<file path="src/rtl/vx_scoreboard_pkg.sv">
// Shared constants and helpers for the register-hazard scoreboard.
// Optional WAW destination check is enabled by defining VX_SB_WAW_CHECK_EN.
package vx_scoreboard_pkg;

   localparam logic       STALL   = 1'b1;
   localparam logic [1:0] NO_WB   = 2'b00;
   localparam logic [1:0] CNT_MAX = 2'b11;

   function automatic int warp_width(input int n);
      return (n > 1) ? $clog2(n) : 1;
   endfunction

   // x0 is hardwired, and indices beyond the register file are never tracked
   function automatic logic reg_tracked(input logic [4:0] r, input int n);
      return (r != 5'd0) && (int'(r) < n);
   endfunction

endpackage

</file>
<file path="src/rtl/vx_sb_counter.sv">
// Two-bit saturating pending-writer counter for one (warp, register) entry.
// Net update is inc minus both releases; a result below zero clamps and flags underflow.
module vx_sb_counter
   import vx_scoreboard_pkg::*;
(
   input  logic       clk,
   input  logic       rst_n,
   input  logic       inc,
   input  logic       dec_a,
   input  logic       dec_b,
   output logic [1:0] cnt,
   output logic       underflow,
   output logic       zero_next
);

   logic [1:0] cnt_r;
   logic [1:0] cnt_next_s;
   logic [2:0] up_s;
   logic [2:0] dec_s;
   logic [2:0] diff_s;
   logic       underflow_s;

   // Next count with clamp at zero and saturation at the top
   always_comb begin
      up_s        = {1'b0, cnt_r} + {2'b00, inc};
      dec_s       = {2'b00, dec_a} + {2'b00, dec_b};
      diff_s      = up_s - dec_s;
      underflow_s = 1'b0;
      cnt_next_s  = cnt_r;
      if (up_s < dec_s) begin
         cnt_next_s  = 2'b00;
         underflow_s = 1'b1;
      end else if (diff_s > {1'b0, CNT_MAX}) begin
         cnt_next_s  = CNT_MAX;
      end else begin
         cnt_next_s  = diff_s[1:0];
      end
   end

   // Counter state register
   always_ff @(posedge clk or negedge rst_n) begin
      if (!rst_n) begin
         cnt_r <= 2'b00;
      end else begin
         cnt_r <= cnt_next_s;
      end
   end

   assign cnt       = cnt_r;
   assign underflow = underflow_s;
   assign zero_next = (cnt_next_s == 2'b00);

endmodule

</file>
<file path="src/rtl/vx_scoreboard.sv">
// Register-hazard scoreboard driving the decode/execute forwarding stall.
// Define VX_SB_WAW_CHECK_EN to also stall a writer whose destination is still pending.
module vx_scoreboard
   import vx_scoreboard_pkg::*;
#(
   parameter  int NUM_WARPS = 8,
   parameter  int NUM_REGS  = 32,
   localparam int WW        = warp_width(NUM_WARPS)
) (
   input  logic                 clk,
   input  logic                 reset,
   input  logic                 in_issue_valid,
   input  logic [WW-1:0]        in_warp_num,
   input  logic [4:0]           in_rd,
   input  logic [4:0]           in_rs1,
   input  logic [4:0]           in_rs2,
   input  logic                 in_uses_rs1,
   input  logic                 in_uses_rs2,
   input  logic [1:0]           in_wb,
   input  logic                 in_freeze,
   input  logic                 in_wb_valid,
   input  logic [WW-1:0]        in_wb_warp_num,
   input  logic [4:0]           in_wb_rd,
   input  logic                 in_kill_valid,
   input  logic [WW-1:0]        in_kill_warp_num,
   input  logic [4:0]           in_kill_rd,
   output logic                 out_fwd_stall,
   output logic [NUM_WARPS-1:0] out_warp_idle,
   output logic                 out_sb_error
);

   localparam int NE = NUM_WARPS * NUM_REGS;

   logic [2*NE-1:0]      cnt_flat_s;
   logic [NE-1:0]        zero_next_s;
   logic [NE-1:0]        underflow_s;
   logic [NUM_WARPS-1:0] idle_next_s;
   logic [NUM_WARPS-1:0] warp_idle_r;
   logic                 sb_error_r;

   logic [1:0] cnt_rs1_s;
   logic [1:0] cnt_rs2_s;
   logic [1:0] cnt_rd_s;
   logic       bypass_rs1_s;
   logic       bypass_rs2_s;
   logic       rs1_haz_s;
   logic       rs2_haz_s;
   logic       rd_haz_s;
   logic       hazard_s;
   logic       accept_s;
   logic       wb_rel_s;
   logic       kill_rel_s;
   int         base_s;

   // Hazard detection against current counters with writeback bypass on sources
   always_comb begin
      base_s       = int'(in_warp_num) * NUM_REGS;
      cnt_rs1_s    = cnt_flat_s[2*(base_s + int'(in_rs1)) +: 2];
      cnt_rs2_s    = cnt_flat_s[2*(base_s + int'(in_rs2)) +: 2];
      cnt_rd_s     = cnt_flat_s[2*(base_s + int'(in_rd)) +: 2];
      bypass_rs1_s = in_wb_valid && (in_wb_warp_num == in_warp_num) &&
                     (in_wb_rd == in_rs1) && (cnt_rs1_s == 2'b01);
      bypass_rs2_s = in_wb_valid && (in_wb_warp_num == in_warp_num) &&
                     (in_wb_rd == in_rs2) && (cnt_rs2_s == 2'b01);
      rs1_haz_s    = in_uses_rs1 && reg_tracked(in_rs1, NUM_REGS) &&
                     (cnt_rs1_s != 2'b00) && !bypass_rs1_s;
      rs2_haz_s    = in_uses_rs2 && reg_tracked(in_rs2, NUM_REGS) &&
                     (cnt_rs2_s != 2'b00) && !bypass_rs2_s;
`ifdef VX_SB_WAW_CHECK_EN
      rd_haz_s     = (in_wb != NO_WB) && reg_tracked(in_rd, NUM_REGS) &&
                     (cnt_rd_s != 2'b00);
`else
      rd_haz_s     = (in_wb != NO_WB) && reg_tracked(in_rd, NUM_REGS) &&
                     (cnt_rd_s == CNT_MAX);
`endif
      hazard_s     = in_issue_valid && (rs1_haz_s || rs2_haz_s || rd_haz_s);
      accept_s     = in_issue_valid && !hazard_s && !in_freeze &&
                     (in_wb != NO_WB) && reg_tracked(in_rd, NUM_REGS);
      wb_rel_s     = in_wb_valid && reg_tracked(in_wb_rd, NUM_REGS);
      kill_rel_s   = in_kill_valid && reg_tracked(in_kill_rd, NUM_REGS);
   end

   for (genvar w = 0; w < NUM_WARPS; w++) begin : g_warp
      for (genvar r = 0; r < NUM_REGS; r++) begin : g_reg
         if (r == 0) begin : g_x0
            assign cnt_flat_s[2*(w*NUM_REGS + r) +: 2] = 2'b00;
            assign zero_next_s[w*NUM_REGS + r]         = 1'b1;
            assign underflow_s[w*NUM_REGS + r]         = 1'b0;
         end else begin : g_cnt
            vx_sb_counter u_cnt (
               .clk       (clk),
               .rst_n     (reset),
               .inc       (accept_s && (in_warp_num == WW'(w)) && (in_rd == 5'(r))),
               .dec_a     (wb_rel_s && (in_wb_warp_num == WW'(w)) && (in_wb_rd == 5'(r))),
               .dec_b     (kill_rel_s && (in_kill_warp_num == WW'(w)) && (in_kill_rd == 5'(r))),
               .cnt       (cnt_flat_s[2*(w*NUM_REGS + r) +: 2]),
               .underflow (underflow_s[w*NUM_REGS + r]),
               .zero_next (zero_next_s[w*NUM_REGS + r])
            );
         end
      end
      assign idle_next_s[w] = &zero_next_s[w*NUM_REGS +: NUM_REGS];
   end

   // Idle flags follow next-state; error is sticky until reset
   always_ff @(posedge clk or negedge reset) begin
      if (!reset) begin
         warp_idle_r <= {NUM_WARPS{1'b1}};
         sb_error_r  <= 1'b0;
      end else begin
         warp_idle_r <= idle_next_s;
         sb_error_r  <= sb_error_r | (|underflow_s);
      end
   end

   assign out_fwd_stall = hazard_s ? STALL : ~STALL;
   assign out_warp_idle = warp_idle_r;
   assign out_sb_error  = sb_error_r;

endmodule
</file>
<file path="config.mk">
export PLATFORM = sky130hd
export DESIGN_NAME = vx_scoreboard
export DESIGN_NICKNAME = d
export VERILOG_FILES = /design/src/rtl/vx_scoreboard_pkg.sv /design/src/rtl/vx_sb_counter.sv /design/src/rtl/vx_scoreboard.sv
export SDC_FILE = /design/constraint.sdc
export NUM_CORES = 2
export LEC_CHECK = 0
export BUFFER_PORTS_ARGS = -buffer_cell sky130_fd_sc_hd__buf_2
export CAP_MARGIN = 30
export CORE_MARGIN = 5
export CORE_UTILIZATION = 45
export CTS_BUF_LIST = sky130_fd_sc_hd__clkbuf_4 sky130_fd_sc_hd__clkbuf_8 sky130_fd_sc_hd__clkbuf_16
export CTS_CLUSTER_DIAMETER = 30
export DETAILED_ROUTE_END_ITERATION = 10
export PLACE_DENSITY = 0.65
export SETUP_SLACK_MARGIN = 0.3
export SLEW_MARGIN = 20
export SYNTH_ARGS = -nofsm -noshare
export SYNTH_HDL_FRONTEND = slang
export SYNTH_HIERARCHICAL = 1
export SYNTH_SLANG_ARGS = --single-unit
</file>
<file path="constraint.sdc">
create_clock -name clk -period 6.9 [get_ports clk]
set_clock_uncertainty 0.1 [all_clocks]
set_input_delay 0.345 -clock clk [delete_from_list [all_inputs] [get_ports clk]]
set_output_delay 0.345 -clock clk [all_outputs]
set_load 0.05 [all_outputs]
</file>
# Word-level counts from Yosys, hierarchy flattened
# Index checks and enable logic that the tools add are counted.
totals:
  regBits: 505
  wordCells: 3424
classes:
  n_eq_ne: 120
  n_lt_le_gt_ge: 496
  n_bitwise: 1
  reduce_logical: 1062
  add_sub_neg: 747
  n_shift: 3
  muxes: 745
ops:
  columns: ["operator", "n"]
  rows:
  - ["$shiftx 512x11->2", 3]
  - ["$mux 2", 496]
  - ["$logic_and 1x1->1", 788]
  - ["$add 2x1->3", 248]
  - ["$gt 3x2->1 const B", 248]
  - ["$lt 3x3->1", 248]
  - ["$sub 3x3->3", 248]
  - ["$add 1x1->2", 248]
  - ["$logic_not 2->1", 248]
  - ["$mux 1", 249]
  - ["$reduce_and 31->1", 8]
  - ["$reduce_or 248->1", 1]
  - ["$eq 5x5->1 const B", 48]
  - ["$eq 5x4->1 const B", 24]
  - ["$eq 5x3->1 const B", 12]
  - ["$eq 3x3->1 const B", 12]
  - ["$eq 5x2->1 const B", 6]
  - ["$add 8x5->9", 3]
  - ["$reduce_bool 5->1", 5]
  - ["$eq 3x2->1 const B", 6]
  - ["$eq 5x1->1 const B", 3]
  - ["$eq 5x5->1", 2]
  - ["$eq 3x1->1 const B", 3]
  - ["$logic_not 3->1", 3]
  - ["other kinds (7)", 14]

# Longest topological paths before layout
logic_depth:
  word_depth: 23
  ltp_mapped: 25

# By module
# The synthesis kept the hierarchy.
by_module_without_submodules:
  columns: ["module", "n_inst", "cells_per_inst", "area_each_um2", "seq_area_each_um2"]
  rows:
  - ["vx_sb_counter", 248, 17, 191.4, 50.0]
  - ["vx_scoreboard", 1, 2661, 20529.7, 235.2]

# Least setup slack after synthesis
# Ideal clock, no wire load.
synth_path:
  kind: "input port to flip-flop"
  from: "input port in_rs1[1]"
  to: "register warp_idle_r[4], in the netlist out_warp_idle[4]"
  required_time_ns: 6.703
  setup_slack_ns: 1.527
  arrival_time_ns: 5.177
  stages: 22
  cell_sequence: "buf_2 buf_2 buf_1 mux4_2 mux4_2 a32oi_1 o221ai_1 a211oi_1 o32a_2 nand2_2 buf_6 buf_6 nor4_2 ha_1 ha_1 inv_1 fa_1 xnor2_1 a31o_1 nand4_1 or4_1 nor4_1"
synth_between:
  elab_chain_len: 23
  elab_cells_between_ends: 270
  classes_between: "63 x add/sub; 62 x order compare; 2 x eq/ne; 1 x shift; 62 x mux; 80 x reduce/logical"
synth_rtl:
  columns: ["element", "line", "rtl"]
  rows:
  - ["from (decl)", "vx_scoreboard.sv:15", "input logic [4:0] in_rs1,"]
  - ["$add 8x5->9", "vx_scoreboard.sv:58", "cnt_rs1_s = cnt_flat_s[2*(base_s + int'(in_rs1)) +: 2];"]
  - ["$shiftx 512x11->2", "vx_scoreboard.sv:58", null]
  - ["$eq 2x1->1", "vx_scoreboard.sv:62", "(in_wb_rd == in_rs1) && (cnt_rs1_s == 2'b01);"]
  - ["$logic_and 1x1->1", "vx_scoreboard.sv:62", null]
  - ["$logic_not 1->1", "vx_scoreboard.sv:66", "(cnt_rs1_s != 2'b00) && !bypass_rs1_s;"]
  - ["$logic_and 1x1->1 *", "vx_scoreboard.sv:66", null]
  - ["$logic_or 1x1->1 * (2 in a row)", "vx_scoreboard.sv:76", "hazard_s = in_issue_valid && (rs1_haz_s || rs2_haz_s || rd_haz_s);"]
  - ["$logic_and 1x1->1 *", "vx_scoreboard.sv:76", null]
  - ["[... 8 more ...]", null, null]
  - ["$sub 3x3->3", "vx_sb_counter.sv:27", "diff_s = up_s - dec_s;"]
  - ["$gt 3x2->1", "vx_sb_counter.sv:33", "end else if (diff_s > {1'b0, CNT_MAX}) begin"]
  - ["$mux 2", "vx_sb_counter.sv:33", null]
  - ["$mux 2 *", "vx_sb_counter.sv:30", "if (up_s < dec_s) begin"]
  - ["$logic_not 2->1 *", "vx_sb_counter.sv:51", "assign zero_next = (cnt_next_s == 2'b00);"]
  - ["via zero_next_s[136]", "vx_scoreboard.sv:35", "logic [NE-1:0] zero_next_s;"]
  - ["$reduce_and 31->1 *", "vx_scoreboard.sv:102", "assign idle_next_s[w] = &zero_next_s[w*NUM_REGS +: NUM_REGS];"]
  - ["via idle_next_s[4]", "vx_scoreboard.sv:37", "logic [NUM_WARPS-1:0] idle_next_s;"]
  - ["to (signal assigned)", "vx_scoreboard.sv:108", "warp_idle_r <= {NUM_WARPS{1'b1}};"]
  - ["to (signal assigned)", "vx_scoreboard.sv:111", "warp_idle_r <= idle_next_s;"]
  - ["to (decl)", "vx_scoreboard.sv:38", "logic [NUM_WARPS-1:0] warp_idle_r;"]
# The timed path passes the listed nets; every way through them passes the cells marked *.

# Worst setup path after layout
layout_path:
  from: "register g_warp[2].g_reg[11].g_cnt.u_cnt.cnt_r[1]"
  to: "register sb_error_r, in the netlist out_sb_error"
layout_between:
  elab_chain_len: 20
  elab_cells_between_ends: 1027
  classes_between: "248 x add/sub; 248 x order compare; 3 x eq/ne; 3 x shift; 248 x mux; 1 x bitwise; 276 x reduce/logical"
layout_rtl:
  columns: ["element", "line", "rtl"]
  rows:
  - ["from (decl)", "vx_sb_counter.sv:16", "logic [1:0] cnt_r;"]
  - ["from (signal assigned)", "vx_sb_counter.sv:45", "cnt_r <= cnt_next_s;"]
  - ["$shiftx 512x11->2, on equally long branches", "vx_scoreboard.sv:58, vx_scoreboard.sv:59", null]
  - ["$eq 2x1->1, on equally long branches", "vx_scoreboard.sv:62, vx_scoreboard.sv:64", null]
  - ["$logic_and 1x1->1, on equally long branches", "vx_scoreboard.sv:62, vx_scoreboard.sv:64", null]
  - ["$logic_not 1->1, on equally long branches", "vx_scoreboard.sv:66, vx_scoreboard.sv:68", null]
  - ["$logic_and 1x1->1, on equally long branches", "vx_scoreboard.sv:66, vx_scoreboard.sv:68", null]
  - ["$logic_or 1x1->1", "vx_scoreboard.sv:76", null]
  - ["$logic_or 1x1->1 *", "vx_scoreboard.sv:76", null]
  - ["$logic_and 1x1->1 *", "vx_scoreboard.sv:76", null]
  - ["[... 4 more ...]", null, null]
  - ["$logic_and 1x1->1 *", "vx_scoreboard.sv:78", "(in_wb != NO_WB) && reg_tracked(in_rd, NUM_REGS);"]
  - ["$logic_and 1x1->1 * (2 in a row)", "vx_scoreboard.sv:93", ".inc (accept_s && (in_warp_num == WW'(w)) && (in_rd == 5'(r))),"]
  - ["$add 2x1->3 *", "vx_sb_counter.sv:25", "up_s = {1'b0, cnt_r} + {2'b00, inc};"]
  - ["$lt 3x3->1 *", "vx_sb_counter.sv:30", null]
  - ["$mux 1 *", "vx_sb_counter.sv:30", null]
  - ["via underflow_s[68]", "vx_scoreboard.sv:36", "logic [NE-1:0] underflow_s;"]
  - ["$reduce_or 248->1 *", "vx_scoreboard.sv:112", "sb_error_r <= sb_error_r | (|underflow_s);"]
  - ["$or 1x1->1 *", "vx_scoreboard.sv:112", null]
  - ["to (signal assigned)", "vx_scoreboard.sv:112", null]
  - ["to (decl)", "vx_scoreboard.sv:39", "logic sb_error_r;"]
# Marks and branches as above.

==> metrics.md <==
| Metric | Value |
|---|---|
| Status | `complete, no violations` |
| Initial Utilization | `45.4%` |
| GP Congestion | `1.09` |
| Commonest non-fill, non-tap cells in the layout | `inv_1 (998), buf_4 (996), ha_1 (992), nor2_1 (564), a21oi_1 (543)` |
| Static leakage | `38.1 nW` |
| GRT overflow | `0` |
| Syn Inst Count | `6877` |
| CP Max Fanout | `27` |
| Final Hold Fails | `0` |
| Reg2reg setup slack | `0.21 ns` |
| Async set-reset flop share out of synthesis | `100%` |
| VDD IR-drop max | `275 uV` |
| Area grow syn2layout | `24.7%` |
| Psw | `12.5 mW` |
| CP bufs+invs | `5` |
| Yosys warning total | `6` |
| Number of synthesized flops with an enable pin | `0` |
| HPWL after DPL | `248000 um` |
| Core ar. | `0.150 mm^2` |
| Cts bufs inserted | `189` |
| Post-Syn Nets | `8409` |
| Sequential cell area fraction in the yosys report | `18.6%` |
| Layout cells sized above 1 | `25.2%` |
| Flop pwr share | `21.5%` |
| Met3 GRT Util | `14.2%` |
| Port bufs | `53` |
| Worst R2R Path Depth | `20` |
| First-pass GRT wire length | `455000 um` |
| Reg2reg start | `g_warp[2].g_reg[11].g_cnt.u_cnt/cnt[1]$_DFF_PN0_` |
| Setup_tns | `0 ns` |
| Rel. slew slack | `23.7%` |
| Clock share of power | `30.0%` |
| Startpoint type of the worst setup path | `register` |
| TritonCTS Sinks | `505` |
| Synth cell types | `79` |
| Pint | `16.9 mW` |
| Final setup viols | `0` |
| CTS Buffer Depth | `3` |
| # rows | `142` |
| Largest net degree at the start of global routing | `123` |
| Minimum clock period | `6.69 ns` |
| Cell mode on critical path | `buf_4` |
| Adder-Cell Fraction of Synth Area | `32.9%` |
| Met1 usage | `47.7%` |
| Final Cell Area | `0.0848 mm^2` |
| Post-Place Cell Area | `0.0779 mm^2` |
| Reg clk slew, reported paths | `0.04 ns` |
| CP Class | `register to register` |
| Delay-heaviest family, CP | `simple AND/OR/NAND/NOR gates` |
| Hold WS | `0.00978 ns` |
| WP data arrival | `7.28 ns` |
| CP max stage cell | `nor4_4` |
| Pre-antenna DRT Iters | `6` |
| Via density | `6.36` |
| H-tree levels | `4` |
| Die Span Y | `399 um` |
| FF+latch count, synth | `505` |
| Pwr/cell area | `347 mW/mm^2` |
| Die ar. | `0.159 mm^2` |
| XOR/XNOR Fraction of Synth Area | `3.36%` |
| Post-synthesis compound-gate area fraction | `13.0%` |
| Worst-skew pair later-pin latency | `0.84 ns` |
| Final ANT Viol Nets | `0` |
| Remaining DRCs | `0` |
| Die W | `399 um` |
| Setup WS pre-CTS | `-0.530 ns` |
| Critical R2R Capture | `out_sb_error$_DFF_PN0_` |
| Clock root buffer | `clkbuf_16` |
| Worst path max stage delay | `0.66 ns` |
| Setup WS post-layout | `0.209 ns` |
| Total GRT Usage | `39.9%` |
| Multiplexer share of the synthesized area | `13.1%` |
| Wirelength per Cell | `31.8 um` |
| Slew @ Worst Pin | `1.14 ns` |
| Vias | `64000` |
| Top Ports | `54` |
| Worst setup EP type | `register` |
| Netlist Area Pre-Place | `0.0680 mm^2` |
| Final period util | `97.0%` |
| Max-Cap Viols | `0` |
| Sw frac | `42.4%` |
| CP cell instances | `mux4_2, nor2b_1, a211oi_1, o221ai_1, a211oi_1, buf_4, o32a_2, o211ai_4, buf_4, buf_4, nor3_1, ha_1, inv_1, fa_1, o31a_1, nor4_4, nand4_1, nor4_4, buf_4, nand4_1` |
| Grt met2 use | `56.7%` |
| Ys flop type | `dfrtp_1` |
| CP required | `7.49 ns` |
| CTS tree | `yes` |
| Worst Hold Class | `primary input to asynchronous set/reset pin` |
| Fmax | `149 MHz` |
| Grt peak-use layer | `met2` |
| RSZ-0062 raised after global routing | `no` |
| Post-Route WL | `320000 um` |
| Synth Area in Simple Gates | `11.4%` |
| Initial antenna violation count | `33` |
| Vias in the first global route | `64900` |
| First-iteration detailed-routing DRC count | `6853` |
| Largest family of logic cells by synthesized area | `adder cells` |
| Commonest non-fill, non-tap cell in the layout | `inv_1` |
| Logic pwr share | `48.5%` |
| Slew Limit Fails | `0` |
| Mean post-synth cell area | `9.89 um^2` |
| Total Nets Final | `9387` |
worst max path at each step:
stage	startpoint	to	slack, ns	cells past startpoint
4_1_cts	g_warp[2].g_reg[14].g_cnt.u_cnt/cnt[0]$_DFF_PN0_	out_sb_error$_DFF_PN0_	0.34	21
5_1_grt	g_warp[4].g_reg[15].g_cnt.u_cnt/cnt[0]$_DFF_PN0_	out_sb_error$_DFF_PN0_	0.30	22
3_5_place_dp	in_rs1[0]	out_sb_error$_DFF_PN0_	-0.53	23
2_1_floorplan	in_rs1[1]	out_warp_idle[4]$_DFF_PN1_	1.53	22
6_report	g_warp[2].g_reg[11].g_cnt.u_cnt/cnt[1]$_DFF_PN0_	out_sb_error$_DFF_PN0_	0.21	20
3_3_place_gp	in_rs1[0]	out_sb_error$_DFF_PN0_	-0.80	23
cell usage after synthesis (71+ instances only):
library cell | instances | area share (%)
nor4_1 | 139 | 1.3
fa_1 | 496 | 15
nand2_1 | 399 | 2.2
mux2i_1 | 132 | 1.9
a31o_1 | 248 | 3.2
buf_2 | 75 | 0.55
clkbuf_1 | 169 | 0.93
inv_1 | 998 | 5.5
nor2_1 | 570 | 3.1
o31a_1 | 248 | 3.2
a21oi_1 | 543 | 4.0
mux2_2 | 71 | 1.2
xnor2_1 | 254 | 3.3
nor3_1 | 87 | 0.64
dfrtp_1 | 497 | 18
nand4_1 | 83 | 0.76
mux4_2 | 301 | 10
ha_1 | 992 | 18
registers in the layout (all words and copies together) (netlist names):
| name | flops |
|---|---|
| g_warp.g.g_cnt.u_cnt/cnt | 496 |
| out_warp_idle | 8 |
| out_sb_error | 1 |
worst register-to-register path, stage by stage (launching register included):
cell and delay [ns]:
dfrtp_1 0.44, mux4_2 0.52, nor2b_1 0.16, a211oi_1 0.58, o221ai_1 0.25, a211oi_1 0.30
buf_4 0.19, o32a_2 0.24, o211ai_4 0.12, buf_4 0.32, buf_4 0.26, nor3_1 0.21
ha_1 0.21, inv_1 0.07, fa_1 0.48, o31a_1 0.37, nor4_4 0.40, nand4_1 0.38
nor4_4 0.67, buf_4 0.22, nand4_1 0.08
routing by layer:
layer | up-vias | wire, um
met3 | 1228 | 39800
met4 | 28 | 35300
met5 | - | 175
met1 | 32000 | 115000
li1 | 26700 | -
met2 | 4095 | 130000
power groups by stage:
stage	sequential, mW	combinational (mW)	clock [mW]
2_1_floorplan	5.14	8.33	0
3_3_place_gp	6.19	13.3	0
3_5_place_dp	6.22	13.6	0
4_1_cts	6.20	13.9	8.88
5_1_grt	6.37	15.3	9.07
6_report	6.31	14.3	8.81
through the flow:
stage | power [mW] | util [%] | instances
floorplan | 13.5 | - | 6877
global placement | 19.5 | 51.8 | 9668
detailed placement | 19.9 | 52.0 | 9678
CTS | 28.9 | 56.5 | 10000
global route | 30.7 | 56.5 | 10000
finish | 29.4 | 56.6 | 10100
layout make-up:
cell class	count	area (um^2)
multi-input combinational	5064	50400
antenna	22	55.1
timing repair buffer	1094	8700
fill	13100	65100
sequential	505	12600
inverter	1001	3760
clock buffer	267	5650
clock inverter	85	1050
tap	2016	2520
kinds of logic (layout without fill, tap and decap cells):
family                     count (synthesis)  in the layout
and+or+nand+nor                         1541           1541
adders and majority gates               1488           1488
buffers and inverters                   1308           2447
AOI/OAI and AO/OA                       1270           1270
DFF                                      505            505
muxes                                    504            504
xor gates and xnor gates                 261            261
other                                      0             22
what timing repair did:
action	in CTS	in global routing
buffers inserted	0	0
hold buffers	1	0
hold endpoints to repair	73	0
setup endpoints to repair	1	3
resized for setup	4	15
pin swaps	2	2
Note: power is estimated with default switching activity, not from simulation.
